## src/rtl/pong_match_ctrl.sv

```systemverilog
// Pong match controller: start edge detection, frame-timed serve, paddle hit test,
// per-player scoring with one-cycle point pulses and match-over/winner reporting.
module pong_match_ctrl #(
    parameter int c_GAME_WIDTH    = 40,
    parameter int c_COORD_W       = 6,
    parameter int c_PADDLE_HEIGHT = 6,
    parameter int c_SCORE_LIMIT   = 9,
    parameter int c_SCORE_W       = 4,
    parameter int c_SERVE_FRAMES  = 60
) (
    input  logic                 i_Clk,
    input  logic                 i_Rst_L,
    input  logic                 i_Game_Start,
    input  logic                 i_Frame_Tick,
    input  logic [c_COORD_W-1:0] i_Ball_X,
    input  logic [c_COORD_W-1:0] i_Ball_Y,
    input  logic [c_COORD_W-1:0] i_Paddle_Y_P1,
    input  logic [c_COORD_W-1:0] i_Paddle_Y_P2,
    output logic                 o_Game_Active,
    output logic [2:0]           o_State,
    output logic [c_SCORE_W-1:0] o_P1_Score,
    output logic [c_SCORE_W-1:0] o_P2_Score,
    output logic                 o_Point_P1,
    output logic                 o_Point_P2,
    output logic                 o_Match_Over,
    output logic                 o_Winner
);

    typedef enum logic [2:0] {
        IDLE       = 3'b000,
        SERVE      = 3'b001,
        RUNNING    = 3'b010,
        POINT      = 3'b011,
        MATCH_OVER = 3'b100
    } t_State;

    localparam int c_CNT_W = (c_SERVE_FRAMES > 0) ? $clog2(c_SERVE_FRAMES + 1) : 1;
    localparam logic [c_CNT_W-1:0]   c_SERVE_LOAD = c_CNT_W'(c_SERVE_FRAMES);
    localparam logic [c_COORD_W-1:0] c_P2_COL     = c_COORD_W'(c_GAME_WIDTH - 1);
    localparam logic [c_COORD_W:0]   c_PAD_SPAN   = (c_COORD_W + 1)'(c_PADDLE_HEIGHT - 1);
    localparam logic [c_SCORE_W-1:0] c_LIMIT      = c_SCORE_W'(c_SCORE_LIMIT);

    t_State               r_State;
    logic                 r_Start_D;
    logic [c_CNT_W-1:0]   r_Serve_Cnt;
    logic [c_SCORE_W-1:0] r_P1_Score;
    logic [c_SCORE_W-1:0] r_P2_Score;
    logic                 r_Point_P1;
    logic                 r_Point_P2;
    logic                 r_Winner;
    logic                 r_Scorer;

    logic                 w_Start_Rise;
    logic [c_COORD_W:0]   w_Ball_Y_Ext;
    logic [c_COORD_W:0]   w_P1_Bottom;
    logic [c_COORD_W:0]   w_P2_Bottom;
    logic                 w_P1_Hit;
    logic                 w_P2_Hit;
    logic                 w_P1_Miss;
    logic                 w_P2_Miss;
    logic [c_SCORE_W-1:0] w_Next_Score;

    assign w_Start_Rise = i_Game_Start & ~r_Start_D;

    // Paddle bottom is formed one bit wider so paddles near the last row do not wrap.
    assign w_Ball_Y_Ext = {1'b0, i_Ball_Y};
    assign w_P1_Bottom  = {1'b0, i_Paddle_Y_P1} + c_PAD_SPAN;
    assign w_P2_Bottom  = {1'b0, i_Paddle_Y_P2} + c_PAD_SPAN;
    assign w_P1_Hit     = (i_Paddle_Y_P1 <= i_Ball_Y) && (w_Ball_Y_Ext <= w_P1_Bottom);
    assign w_P2_Hit     = (i_Paddle_Y_P2 <= i_Ball_Y) && (w_Ball_Y_Ext <= w_P2_Bottom);
    assign w_P1_Miss    = (i_Ball_X == '0) && !w_P1_Hit;
    assign w_P2_Miss    = (i_Ball_X == c_P2_COL) && !w_P2_Hit;

    assign w_Next_Score = r_Scorer ? (r_P2_Score + 1'b1) : (r_P1_Score + 1'b1);

    always_ff @(posedge i_Clk) begin
        if (!i_Rst_L) begin
            r_State     <= IDLE;
            r_Start_D   <= 1'b0;
            r_Serve_Cnt <= '0;
            r_P1_Score  <= '0;
            r_P2_Score  <= '0;
            r_Point_P1  <= 1'b0;
            r_Point_P2  <= 1'b0;
            r_Winner    <= 1'b0;
            r_Scorer    <= 1'b0;
        end else begin
            r_Start_D  <= i_Game_Start;
            r_Point_P1 <= 1'b0;
            r_Point_P2 <= 1'b0;
            case (r_State)
                IDLE: begin
                    if (w_Start_Rise) begin
                        r_Serve_Cnt <= c_SERVE_LOAD;
                        r_State     <= SERVE;
                    end
                end
                SERVE: begin
                    if (r_Serve_Cnt == '0) begin
                        r_State <= RUNNING;
                    end else if (i_Frame_Tick) begin
                        r_Serve_Cnt <= r_Serve_Cnt - 1'b1;
                    end
                end
                RUNNING: begin
                    if (w_P1_Miss) begin
                        r_Scorer <= 1'b1;
                        r_State  <= POINT;
                    end else if (w_P2_Miss) begin
                        r_Scorer <= 1'b0;
                        r_State  <= POINT;
                    end
                end
                POINT: begin
                    if (r_Scorer) begin
                        r_P2_Score <= w_Next_Score;
                        r_Point_P2 <= 1'b1;
                    end else begin
                        r_P1_Score <= w_Next_Score;
                        r_Point_P1 <= 1'b1;
                    end
                    if (w_Next_Score == c_LIMIT) begin
                        r_Winner <= r_Scorer;
                        r_State  <= MATCH_OVER;
                    end else begin
                        r_Serve_Cnt <= c_SERVE_LOAD;
                        r_State     <= SERVE;
                    end
                end
                MATCH_OVER: begin
                    if (w_Start_Rise) begin
                        r_P1_Score  <= '0;
                        r_P2_Score  <= '0;
                        r_Winner    <= 1'b0;
                        r_Serve_Cnt <= c_SERVE_LOAD;
                        r_State     <= SERVE;
                    end
                end
                default: r_State <= IDLE;
            endcase
        end
    end

    assign o_State       = r_State;
    assign o_Game_Active = (r_State == RUNNING);
    assign o_Match_Over  = (r_State == MATCH_OVER);
    assign o_P1_Score    = r_P1_Score;
    assign o_P2_Score    = r_P2_Score;
    assign o_Point_P1    = r_Point_P1;
    assign o_Point_P2    = r_Point_P2;
    assign o_Winner      = r_Winner;

endmodule

```

## config.mk

```make
export PLATFORM = sky130hd
export DESIGN_NAME = pong_match_ctrl
export DESIGN_NICKNAME = d
export VERILOG_FILES = /design/src/rtl/pong_match_ctrl.sv
export SDC_FILE = /design/constraint.sdc
export NUM_CORES = 1
export LEC_CHECK = 0
export CAP_MARGIN = 20
export CORE_UTILIZATION = 40
export CTS_CLUSTER_SIZE = 25
export DETAILED_ROUTE_END_ITERATION = 8
export HOLD_SLACK_MARGIN = 0.02
export PLACE_DENSITY = 0.69
export SLEW_MARGIN = 20
export SYNTH_ARGS = -nofsm -noshare
export SYNTH_HDL_FRONTEND = slang
export SYNTH_SLANG_ARGS = --single-unit
```

## constraint.sdc

```tcl
create_clock -name i_Clk -period 2.02 [get_ports i_Clk]
set_input_delay 0.202 -clock i_Clk [delete_from_list [all_inputs] [get_ports i_Clk]]
set_output_delay 0.202 -clock i_Clk [all_outputs]
set_load 0.02 [all_outputs]
```

==> flow_summary.json <==
{
  "yosys_warnings": 0,
  "drv_cap": 0,
  "dpl_worst_slack_ns": -0.339,
  "hold_viol": 0,
  "area_growth_syn_to_layout_pct": 48.4,
  "holdWs_ns": 0.485,
  "instances_no_fill": 366,
  "hpwl_um": 3950,
  "synth_cell_types": 52,
  "routed_wirelength_um": 5000,
  "pwr-share-seq": 0.345,
  "min_path_type": "register to register",
  "nNetsFinal": 373,
  "power.internal_w": 0.00104,
  "synth-seq-area-share": 0.228,
  "cp.required_ns": 2.18,
  "cts_buffer_depth": 2,
  "timing.rr.end": "o_Winner",
  "cts_buffers": 3,
  "ff2ff_setup_slack_ns": 0.12,
  "p_switching_w": 0.000524,
  "ir_drop_mv": 0.271,
  "clk_latency_ns": 0.27,
  "cp_slowest_cell": "a2111oi_1",
  "clk_pin_slew_ns": 0.08,
  "static-leakage-power_nw": 1.30,
  "diodes": 0,
  "synth_area_leader_cell": "dfxtp_1",
  "ys.flop_type": "dfxtp_1",
  "synth.top_cell.area_share": 0.228,
  "cp-startpoint": "i_Ball_Y[4]",
  "ant_nets": 0,
  "cp-start-kind": "input pin",
  "seqCellArea_um2": 444,
  "first_pass_iters": 4,
  "drt_first_iter_violations": 128,
  "h-tree-depth": 1,
  "fin_skew_ns": 0.00569,
  "syn_nets": 294,
  "synth_cells": 236,
  "core_area_mm2": 0.00450,
  "ys_ff_latch": 22,
  "fillers": 393,
  "rr_startpoint": "r_Scorer",
  "drc": 0,
  "swShare": 0.335,
  "numClockSinks": 22,
  "worstMarginPinSlew_ns": 0.489,
  "routed-via-count": 1993,
  "synth_edf_count": 0,
  "multi_input_area_mm2": 0.00147,
  "critical_path_class": "input pin to register",
  "p_total_w": 0.00157,
  "fp-row-count": 24,
  "slowest_delay_ns": 0.54,
  "tritoncts": "done",
  "avgViaCountPerCell": 5.45,
  "track_usage": 0.198,
  "reg2regPathDepth": 8,
  "crit_chain": "clkdlybuf4s50_1 > inv_2 > ha_1 > a2111oi_1 > a211oi_2 > a21oi_2 > a311oi_1",
  "critPathCaptureType": "register",
  "cts_root_buf": "clkbuf_8",
  "start_util": 0.429,
  "wire_per_inst_um": 13.7,
  "layout_min_cycle_time_ns": 1.93,
  "grt_max_degree": 14,
  "grt_pass1_wl_um": 8200,
  "ys_top_cells_by_count": "ha_1 (30), dfxtp_1 (22), a21oi_1 (19), inv_1 (19), nand2_1 (18)",
  "ys_top_cells_by_area": "dfxtp_1 (23%), ha_1 (19%), a21oi_1 (4.9%), inv_1 (3.7%), nand2_1 (3.5%)",
  "placed_cells": 360,
  "timing.final.crit_share": 0.956,
  "cp_max_fo": 3,
  "die_h_um": 71.5,
  "synth_async_sr_flop_share": 0,
  "ios": 44,
  "grt_overflow": 0,
  "syn_area_mm2": 0.00193,
  "die_area_mm2": 0.00511,
  "syn_avg_cell_area_um2": 8.19,
  "place_congestion": 0.854,
  "yosysMostFrequentCell": "ha_1",
  "power.density_mw_per_mm2": 546,
  "antenna_found_initial": 0,
  "setup_viol": 0,
  "grt_pass1_vias": 1896,
  "die_w_um": 71.5,
  "cts_hold_buf": 0,
  "pwr-share-clk": 0.267,
  "slew_viol_final": 0,
  "endpoint": "o_State[0]",
  "io_buffers": 43,
  "comb_power_share": 0.389,
  "drive_above_1_share": 0.226,
  "slew_headroom": 0.670,
  "postLayoutCoreUtil": 0.637,
  "status": "finished, final reports clean",
  "setup_slack_ns": 0.0898,
  "fmax_mhz": 518,
  "cp.arrival_ns": 2.09
}
## kinds of logic after synthesis
| family | synth area share |
|---|---|
| AO/OA/AOI/OAI | 0.190 |
| XOR/XNOR | 0.0447 |
| multiplexers | 0.0453 |
| adder cells (fa/ha/maj) | 0.194 |
| AND/OR/NAND/NOR | 0.239 |
| buffers and inverters | 0.0583 |
| flip-flops | 0.228 |
## sequential cells by signal, indices dropped and copies added (netlist names)
signal and cells:
o_P1_Score 4, r_Start_D 1, r_Serve_Cnt 6, o_P2_Score 4, o_Point_P1 1, o_Winner 1
o_Point_P2 1, o_State 3, r_Scorer 1
## worst min-delay path by stage
stage / start / to / slack (ns) / depth (start not counted)
after floorplan: i_Game_Start / r_Start_D / 0.32 / 1
after global placement: o_P2_Score[3] / o_P2_Score[3] / 0.47 / 2
after detailed placement: o_P2_Score[3] / o_P2_Score[3] / 0.48 / 2
after CTS: o_P2_Score[3] / o_P2_Score[3] / 0.49 / 2
after global routing: o_P2_Score[3] / o_P2_Score[3] / 0.52 / 2
final: o_P2_Score[3] / o_P2_Score[3] / 0.49 / 2
## cell type report
type,count,area share
clock buffers,3,0.0144
clock inverters,1,0.0105
inverters,20,0.0262
multi-input cells,187,0.513
flip-flops and latches,22,0.155
well taps,52,0.0227
repair buffers,81,0.258
## power groups by stage
stage	Sequential, W	Combinational (W)	Clock, W
finish	0.000540	0.000609	0.000417
global route	0.000547	0.000672	0.000437
CTS	0.000539	0.000586	0.000423
detailed placement	0.000547	0.000577	0
global placement	0.000544	0.000564	0
floorplan	0.000536	0.000352	0
## critical path, delay by kind of cell
family,cells,cell delay (ns)
AOI/OAI and AO/OA,4,0.96
adders and majority gates,1,0.33
buffers and inverters,2,0.59
## repair_timing
item	in CTS	in global routing
pin swaps	1	12
resized for setup	7	31
setup endpoints to repair	4	11
buffers inserted	0	2
endpoints found under the hold margin	0	0
## metrics by stage
step	setup TNS (ns)	cell area, um^2
6_report	0	2870
5_1_grt	-0.0960	2870
4_1_cts	0	2750
3_5_place_dp	-0.665	2660
3_3_place_gp	-0.565	2660
2_1_floorplan	0	1940
## metal layers
metal	global-route usage	vias up	wire (um)
met1	0.261	907	2320
met4	0.0588	0	70
met3	0.0141	7	138
met5	0	-	0
met2	0.348	55	2480
li1	-	1024	-
## cells in the final DEF (no fill, tap or decap), drive strengths merged, types with 9 or more instances in the layout
master	n
a21oi	20
buf	38
clkdlybuf4s50	33
dfxtp	22
dlymetal6s2s	10
ha	30
inv	19
nand2	18
nand3	11
nor2	18
nor3	10
o21ai	9
(Power assumes the default switching activity.)
